## config.mk

```make
export PLATFORM = sky130hd
export DESIGN_NAME = alu_issue_flat
export DESIGN_NICKNAME = d
export VERILOG_FILES = /design/src/rtl/alu_issue_if.sv /design/src/rtl/alu_issue.sv /design/src/flat_wrapper.sv
export SDC_FILE = /design/constraint.sdc
export NUM_CORES = 1
export LEC_CHECK = 0
export ABC_AREA = 1
export BUFFER_PORTS_ARGS = -buffer_cell sky130_fd_sc_hd__buf_4
export CAP_MARGIN = 5
export CORE_MARGIN = 5
export CORE_UTILIZATION = 47
export DETAILED_ROUTE_END_ITERATION = 8
export PLACE_DENSITY = 0.82
export SYNTH_ARGS = -nofsm -noshare
export SYNTH_HDL_FRONTEND = slang
export SYNTH_SLANG_ARGS = --single-unit
```

## constraint.sdc

```tcl
create_clock -name clk -period 1.6 [get_ports clk]
set_input_delay 0.32 -clock clk [delete_from_list [all_inputs] [get_ports clk]]
set_output_delay 0.32 -clock clk [all_outputs]
set_load 0.05 [all_outputs]
```

## src/rtl/alu_issue_if.sv

```systemverilog
// Handshake and operand bus between the alu_issue stage, its upstream decode feed and the ALU/EX consumer.
interface alu_issue_if;
  logic        in_valid;
  logic        in_ready;
  logic [31:0] inst;
  logic [31:0] pc;
  logic [31:0] rs1_data;
  logic [31:0] rs2_data;
  logic        out_valid;
  logic        out_ready;
  logic [4:0]  alu_ctrl;
  logic [31:0] alu_in1;
  logic [31:0] alu_in2;
  logic [4:0]  rd;
  logic        is_branch;
  logic        illegal;

  modport master (
    input  in_valid, inst, pc, rs1_data, rs2_data, out_ready,
    output in_ready, out_valid, alu_ctrl, alu_in1, alu_in2, rd, is_branch, illegal
  );

  modport slave (
    output in_valid, inst, pc, rs1_data, rs2_data, out_ready,
    input  in_ready, out_valid, alu_ctrl, alu_in1, alu_in2, rd, is_branch, illegal
  );
endinterface

```

## src/rtl/alu_issue.sv

```systemverilog
// RV32I ALU issue stage: decode to ALU op/operands, then a 2-entry valid/ready buffer.
// Optional macro ALU_LUI_PASS_EN: LUI issues PASS-B (16) instead of ADD with in1 = 0.
module alu_issue #(
  parameter int unsigned DEPTH = 2
) (
  input  logic          clk,
  input  logic          rst_n,
  input  logic          flush,
  alu_issue_if.master   bus
);
  typedef struct packed {
    logic [4:0]  ctrl;
    logic [31:0] in1;
    logic [31:0] in2;
    logic [4:0]  rd;
    logic        br;
    logic        ill;
  } entry_t;

  localparam logic [1:0] FULL = 2'(DEPTH);

  entry_t     dec, slot0, slot1;
  logic [1:0] count, count_nx;
  logic       in_ready_q, push, pop;

  logic [6:0]  opcode, f7;
  logic [2:0]  f3;
  logic [31:0] imm_i, imm_s, imm_u, shamt;

  assign opcode = bus.inst[6:0];
  assign f3     = bus.inst[14:12];
  assign f7     = bus.inst[31:25];
  assign imm_i  = {{20{bus.inst[31]}}, bus.inst[31:20]};
  assign imm_s  = {{20{bus.inst[31]}}, bus.inst[31:25], bus.inst[11:7]};
  assign imm_u  = {bus.inst[31:12], 12'b0};
  assign shamt  = {27'b0, bus.inst[24:20]};

  always_comb begin
    dec      = '0;
    dec.rd   = bus.inst[11:7];
    unique case (opcode)
      7'b0110011: begin
        dec.in1 = bus.rs1_data;
        dec.in2 = bus.rs2_data;
        unique case (f3)
          3'b000: dec.ctrl = (f7 == 7'h20) ? 5'd1 : 5'd0;
          3'b001: dec.ctrl = 5'd2;
          3'b010: dec.ctrl = 5'd3;
          3'b011: dec.ctrl = 5'd4;
          3'b100: dec.ctrl = 5'd5;
          3'b101: dec.ctrl = (f7 == 7'h20) ? 5'd7 : 5'd6;
          3'b110: dec.ctrl = 5'd8;
          default: dec.ctrl = 5'd9;
        endcase
        if (f7 != 7'h00 && f7 != 7'h20) dec.ill = 1'b1;
        if (f7 == 7'h20 && f3 != 3'b000 && f3 != 3'b101) dec.ill = 1'b1;
      end
      7'b0010011: begin
        dec.in1 = bus.rs1_data;
        dec.in2 = imm_i;
        unique case (f3)
          3'b000: dec.ctrl = 5'd0;
          3'b001: begin
            dec.ctrl = 5'd2;
            dec.in2  = shamt;
            dec.ill  = (f7 != 7'h00);
          end
          3'b010: dec.ctrl = 5'd3;
          3'b011: dec.ctrl = 5'd4;
          3'b100: dec.ctrl = 5'd5;
          3'b101: begin
            dec.ctrl = bus.inst[30] ? 5'd7 : 5'd6;
            dec.in2  = shamt;
            dec.ill  = (f7 != 7'h00) && (f7 != 7'h20);
          end
          3'b110: dec.ctrl = 5'd8;
          default: dec.ctrl = 5'd9;
        endcase
      end
      7'b0000011: begin
        dec.in1 = bus.rs1_data;
        dec.in2 = imm_i;
      end
      7'b0100011: begin
        dec.in1 = bus.rs1_data;
        dec.in2 = imm_s;
        dec.rd  = '0;
      end
      7'b1100011: begin
        dec.in1 = bus.rs1_data;
        dec.in2 = bus.rs2_data;
        dec.br  = 1'b1;
        dec.rd  = '0;
        unique case (f3)
          3'b000: dec.ctrl = 5'd10;
          3'b001: dec.ctrl = 5'd11;
          3'b100: dec.ctrl = 5'd12;
          3'b101: dec.ctrl = 5'd13;
          3'b110: dec.ctrl = 5'd14;
          3'b111: dec.ctrl = 5'd15;
          default: dec.ill = 1'b1;
        endcase
      end
      7'b0010111: begin
        dec.in1 = bus.pc;
        dec.in2 = imm_u;
      end
      7'b1101111, 7'b1100111: begin
        dec.in1 = bus.pc;
        dec.in2 = 32'd4;
      end
      7'b0110111: begin
        dec.in2 = imm_u;
`ifdef ALU_LUI_PASS_EN
        dec.ctrl = 5'd16;
`else
        dec.ctrl = 5'd0;
`endif
      end
      default: dec.ill = 1'b1;
    endcase
    // Illegal entries still flow through, but carry no payload.
    if (dec.ill) begin
      dec     = '0;
      dec.ill = 1'b1;
    end
  end

  assign push = bus.in_valid && in_ready_q;
  assign pop  = bus.out_valid && bus.out_ready;

  always_comb begin
    count_nx = count;
    if (flush)
      count_nx = '0;
    else if (push && !pop)
      count_nx = count + 2'd1;
    else if (pop && !push)
      count_nx = count - 2'd1;
  end

  always_ff @(posedge clk) begin
    if (!rst_n) begin
      count      <= '0;
      in_ready_q <= 1'b0;
      slot0      <= '0;
      slot1      <= '0;
    end else begin
      count      <= count_nx;
      in_ready_q <= (count_nx != FULL);
      if (!flush) begin
        // slot0 is always the head; a push during a pop at occupancy 1 replaces it directly.
        unique case (count)
          2'd0: if (push) slot0 <= dec;
          2'd1: begin
            if (push && pop) slot0 <= dec;
            else if (push)   slot1 <= dec;
          end
          default: if (pop) slot0 <= slot1;
        endcase
      end
    end
  end

  assign bus.in_ready  = in_ready_q;
  assign bus.out_valid = (count != '0);
  assign bus.alu_ctrl  = slot0.ctrl;
  assign bus.alu_in1   = slot0.in1;
  assign bus.alu_in2   = slot0.in2;
  assign bus.rd        = slot0.rd;
  assign bus.is_branch = slot0.br;
  assign bus.illegal   = slot0.ill;
endmodule

```

## src/flat_wrapper.sv

```systemverilog
// flat-port wrapper written by rule: the top's interface ports become plain ports
module alu_issue_flat 
#(
  parameter int unsigned DEPTH = 2
)
  (clk, rst_n, flush, bus_in_valid, bus_inst, bus_pc, bus_rs1_data, bus_rs2_data, bus_out_ready, bus_in_ready, bus_out_valid, bus_alu_ctrl, bus_alu_in1, bus_alu_in2, bus_rd, bus_is_branch, bus_illegal);
  alu_issue_if bus_i ();
  input  logic clk;
  input  logic rst_n;
  input  logic flush;
  input wire logic [$bits(bus_i.in_valid)-1:0] bus_in_valid;
  input wire logic [$bits(bus_i.inst)-1:0] bus_inst;
  input wire logic [$bits(bus_i.pc)-1:0] bus_pc;
  input wire logic [$bits(bus_i.rs1_data)-1:0] bus_rs1_data;
  input wire logic [$bits(bus_i.rs2_data)-1:0] bus_rs2_data;
  input wire logic [$bits(bus_i.out_ready)-1:0] bus_out_ready;
  output wire logic [$bits(bus_i.in_ready)-1:0] bus_in_ready;
  output wire logic [$bits(bus_i.out_valid)-1:0] bus_out_valid;
  output wire logic [$bits(bus_i.alu_ctrl)-1:0] bus_alu_ctrl;
  output wire logic [$bits(bus_i.alu_in1)-1:0] bus_alu_in1;
  output wire logic [$bits(bus_i.alu_in2)-1:0] bus_alu_in2;
  output wire logic [$bits(bus_i.rd)-1:0] bus_rd;
  output wire logic [$bits(bus_i.is_branch)-1:0] bus_is_branch;
  output wire logic [$bits(bus_i.illegal)-1:0] bus_illegal;
  assign bus_i.in_valid = bus_in_valid;
  assign bus_i.inst = bus_inst;
  assign bus_i.pc = bus_pc;
  assign bus_i.rs1_data = bus_rs1_data;
  assign bus_i.rs2_data = bus_rs2_data;
  assign bus_i.out_ready = bus_out_ready;
  assign bus_in_ready = bus_i.in_ready;
  assign bus_out_valid = bus_i.out_valid;
  assign bus_alu_ctrl = bus_i.alu_ctrl;
  assign bus_alu_in1 = bus_i.alu_in1;
  assign bus_alu_in2 = bus_i.alu_in2;
  assign bus_rd = bus_i.rd;
  assign bus_is_branch = bus_i.is_branch;
  assign bus_illegal = bus_i.illegal;
  alu_issue #(.DEPTH(DEPTH)) u_core (.clk(clk), .rst_n(rst_n), .flush(flush), .bus(bus_i));
endmodule
```

Word level (Yosys, flattened, before mapping) --
Cells that the tools add are included.
Word-level totals: bits in registers 155, output and inout port bits 78, logic and storage cells 93
Cells by class: add/sub/neg operators 2, equality and inequality tests 23, mux-type cells 25, bitwise operators 2, reduce and logical (&&, ||, !) cells 27
Operator list (count):
- $mux W76 | 4
- $pmux W32 S6 | 1
- $pmux W76 S2 | 1
- $pmux W5 S7 | 2
- $pmux W32 S2 | 1
- $mux W32 | 1
- $eq A7 B6 Y1 const B | 4
- $pmux W4 S6 | 1
- $eq A7 B7 Y1 const B | 3
- $pmux W5 S3 | 1
- $eq A7 B5 Y1 const B | 2
- $eq A3 B3 Y1 const B | 4
- $reduce_or A6 Y1 | 2
- $reduce_or A2 Y1 | 5
- $logic_and A1 B1 Y1 | 8
- $reduce_and A4 Y1 | 2
- $eq A7 B2 Y1 const B | 1
- $mux W1 | 7
- $ne A7 B6 Y1 const B | 1
- $reduce_bool A7 Y1 | 1
- $eq A3 B2 Y1 const B | 2
- $mux W2 | 3
- $reduce_bool A3 Y1 | 2
- $mux W5 | 1
- other kinds (16) | 19

Logic depth before layout (Yosys ltp) --
word-level depth 8, gate-level depth with buffers 14

Worst setup path after synthesis --
No wires, ideal clock.
path kind register to register, start register u_core.count[0], end register u_core.slot0, in the netlist u_core.bus.alu_ctrl[0], setup time 0.070 ns, arrival 2.072 ns, required time 1.530 ns, setup slack -0.542 ns, stages on the path, launching flop included 12, cell sequence dfxtp_1 -> inv_1 -> ha_1 -> inv_1 -> nand2_1 -> o21ai_1 -> nor2_1 -> o21ai_1 -> buf_2 -> clkbuf_1 -> a21oi_1 -> a21oi_1
On the way: longest elaborated chain between the ends 5
RTL lines:
- start: declaration | RTL line alu_issue.sv:23 | logic [1:0] count, count_nx;
- start signal: assignment | RTL line alu_issue.sv:149 | count <= count_nx;
- $reduce_bool A2 Y1 * | RTL line alu_issue.sv:166 | assign bus.out_valid = (count != '0);
- named net bus_out_valid | RTL line flat_wrapper.sv:18 | output wire logic [$bits(bus_i.out_valid)-1:0] bus_out_valid;
- $logic_and A1 B1 Y1 * | RTL line alu_issue.sv:130 | assign pop = bus.out_valid && bus.out_ready;
- $logic_and A1 B1 Y1 | RTL line alu_issue.sv:156 | if (push && pop) slot0 <= dec;
- $ne A2 B1 Y1 (no source line)
- $reduce_and A4 Y1 (no source line) *
- end signal: assignment | RTL line alu_issue.sv:159 | default: if (pop) slot0 <= slot1;
- end: declaration | RTL line alu_issue.sv:22 | entry_t dec, slot0, slot1;
The timed path passes the listed nets; every way through them passes the cells marked *. A chain may end at the register's enable or synchronous reset.

Worst setup path after layout --
start register u_core.count[0], end register u_core.slot0, in the netlist u_core.bus.alu_in2[15]
On the way: longest elaborated chain between the ends 5
RTL lines (RTL line):
- $reduce_bool A2 Y1 | alu_issue.sv:166
- $logic_and A1 B1 Y1 | alu_issue.sv:130
- $logic_and A1 B1 Y1 | alu_issue.sv:156
- $ne A2 B1 Y1 (no source line)
- $reduce_and A4 Y1 (no source line)
Several ways; a longest one is shown, not always the timed one.

==> reports/metrics.yaml <==
die_h_microns: 136.1
crit_arrival_ns: 2.11
peakVddDrop_mv: 0.8721
io_pins: 211
worstPathCellList: "inv_2, ha_4, clkinvlp_4, buf_4, o21ai_4, inv_4, buf_12, o21ai_0, a21oi_1"
clockBufferDepth: 2
grt_max_degree: 67
synthesis.nets: 1245
synth_cell_types: 28
layout-drive-gt1-share_pct: 37.95
utilization_pct: 73.51
grt_usage_pct: 27.26
routabilityCongestion: 0.9313
min_period_ns: 1.806
yosysWarnings: 0
diodes: 0
cts_root_buffer: "clkbuf_16"
critical_path_class: "reg -> reg"
crit_start: "u_core.count[0]$_SDFF_PN0_"
ys_ff_latch: 153
antenna_left: 0
cp_top_family: "buffers and inverters"
grt_setup_unrepaired: "yes"
worstPathRequired_ns: 1.90
coreArea_sq_um: 15770
cp.depth: 9
crit_end: "u_core.bus.alu_in2[15]$_SDFFE_PN0P_"
first_pass_iters: 6
overflow: 0
nFillCells: 1192
max_stage_delay_ns: 0.34
status: "finished, violations left"
wl_per_cell_microns: 17.89
vias: 9092
drv_slew: 0
cp.buffers_inverters: 5
num_rows: 46
dp_cells: 1533
cts_tree: "built"
die_x_microns: 136.1
skew_ns: 0.007827
portBuffers: 209
crit_fanout: 30
yosysSeqAreaShare_pct: 40.96
cts_sinks: 153
hold_violations: 0
grt_pass1_wl_microns: 40990
layout.nets: 1495
reg2reg_slack_ns: -0.21
drt-initial-drc-count: 959
post-dp-hpwl_microns: 17950
die-area_sq_um: 18530
syn_avg_cell_area_sq_um: 6.737
fin_ws_ns: -0.2061
numCtsBuffers: 17
htree_levels: 4
post_drt_via_cell_ratio: 5.722
hold_class: "in -> reg"
clock_latency_ns: 0.42
start_util_pct: 47.42
worst_hold_slack_ns: 0.2500
maxCapViolations: 0
power_density_nw_per_um2: 919.1
antenna_found_initial: 0
area_delta_synth_final_pct: 55.01
synth.cell_area_sq_um: 7478
cp-start-kind: "flop"
final_cells: 1589
endpoint_kind: "flop"
drc: 0
rr_worst_depth: 9
min_period_over_period_pct: 112.9
final-setup-viol-count: 151
grt_pass1_vias: 8265
reg2reg_from: "u_core.count[0]$_SDFF_PN0_"
violations: "setup timing"
synthCells: 1110
path_clk_slew_ns: 0.07
slowest_stage: "dfxtp_2"
max_freq_ghz: 0.5537
routed_wirelength_microns: 28430
leakagePower_nw: 4.936
reg2reg_to: "u_core.bus.alu_in2[15]$_SDFFE_PN0P_"
-- placed cells by master (no fill, tap or decap), types with 3 or more instances in the layout --
cell type,n
buf_4,278
nand2_1,256
a21oi_1,167
dfxtp_1,151
nand3_1,145
o21ai_2,69
o21ai_1,62
a21oi_2,60
clkbuf_16,27
buf_12,24
inv_1,23
nor2_1,19
o21ai_0,14
buf_6,9
o21ai_4,7
inv_2,7
nand4_1,5
nor2_2,5
nand2_4,4
clkinvlp_4,4
buf_8,4
inv_6,3
clkinv_2,3
bufinv_16,3
buf_16,3
-- metal layers --
layer  part of all wire [%]  track usage, %
met5                      0               0
met4                    3.7           10.13
met2                     48           45.95
met3                    8.5           5.959
met1                     40           34.20
-- sequential cells by signal, indices dropped and copies added, names as in the netlist, 2 cells and up --
| register | count |
|---|---|
| u_core.bus.alu_ctrl | 4 |
| u_core.bus.rd | 5 |
| u_core.bus.alu_in2 | 32 |
| u_core.count | 2 |
| u_core.bus.alu_in1 | 32 |
| u_core.slot1 | 75 |
-- kinds of logic (layout without fill, tap and decap cells) --
logic type	Yosys count	count (layout)	synth area share, %
other	1	1	0.05014
adders and majority gates	2	2	0.3346
DFF	153	153	40.96
AOI/OAI and AO/OA	384	384	25.90
buffers and inverters	129	392	7.696
and+or+nand+nor	440	440	24.95
xor gates and xnor gates	1	1	0.1171
-- per-stage QoR --
step                      instance area, sq um  setup slack (ns)  power (W)  TNS, ns
after detailed placement                 10080           -0.3978   0.006403   -50.83
after global routing                     11590           -0.3096    0.01098   -34.95
after global placement                   10080           -0.3265   0.006381   -42.32
final                                    11590           -0.2061    0.01065   -19.15
after CTS                                10810           -0.1362    0.01051   -12.78
after floorplan                           7870           -0.3107   0.005463   -40.37
-- worst register-to-register path: cells and delay by family (launching register included) --
kind	cells	cell delay, ns
buffers and inverters	5	0.64
AOI/OAI and AO/OA	3	0.57
DFF	1	0.34
adders and majority gates	1	0.14
-- cell type report --
class | count | area (sq um) | area share [%]
multi-input cells | 828 | 4468 | 38.54
flip-flops and latches | 153 | 3065 | 26.44
repair buffers | 328 | 3062 | 26.41
clock buffers | 18 | 429.2 | 3.702
well taps | 216 | 270.3 | 2.331
clock inverters | 14 | 171.4 | 1.479
inverters | 32 | 126.4 | 1.090
-- report_power, final --
| part | switching (W) | internal [W] |
|---|---|---|
| Clock | 0.00168 | 0.00246 |
| Combinational | 0.00151 | 0.000862 |
| Sequential | 0.000132 | 0.00400 |
| Total | 0.00333 | 0.00733 |
-- worst min-delay path by stage --
stage                                             from                            to  cells past startpoint
after floorplan           u_core.slot1[1]$_SDFFE_PN0P_  u_core.slot1[1]$_SDFFE_PN0P_                      2
after global placement    u_core.slot1[1]$_SDFFE_PN0P_  u_core.slot1[1]$_SDFFE_PN0P_                      2
after detailed placement  u_core.slot1[1]$_SDFFE_PN0P_  u_core.slot1[1]$_SDFFE_PN0P_                      2
after CTS                                        flush    u_core.count[0]$_SDFF_PN0_                      4
after global routing                             flush    u_core.count[0]$_SDFF_PN0_                      4
final                                            flush    u_core.count[0]$_SDFF_PN0_                      4
-- Yosys cell counts --
master,n,area (sq um)
a21oi_1,226,1131
a21oi_2,1,8.760
a31oi_1,1,6.260
buf_1,2,7.510
buf_2,13,65.06
buf_4,10,75.07
buf_6,5,56.30
clkbuf_1,67,251.5
conb_1,1,3.750
dfxtp_1,153,3063
ha_1,2,25.02
inv_1,29,108.9
inv_2,3,11.26
nand2_1,262,983.4
nand3_1,145,725.7
nand4_1,5,31.28
nor2_1,21,78.83
nor2_2,4,25.02
nor3_1,1,5.000
nor3_2,1,10.01
o211ai_1,1,7.510
o21a_1,1,7.510
o21ai_0,149,745.7
o21ai_1,3,15.01
o21bai_1,1,7.510
o31ai_1,1,7.510
or2_1,1,6.260
xor2_1,1,8.760
-- timing repair --
item / 4_1_cts / 5_1_grt
endpoints found under the setup margin: 148 / 153
gates cloned: 2 / 11
hold endpoints to repair: 0 / 0
hold buffers: 0 / 0
pin swaps: 1 / 9
resized for setup: 35 / 169
setup buffers: 3 / 10
(Power assumes the default switching activity.)
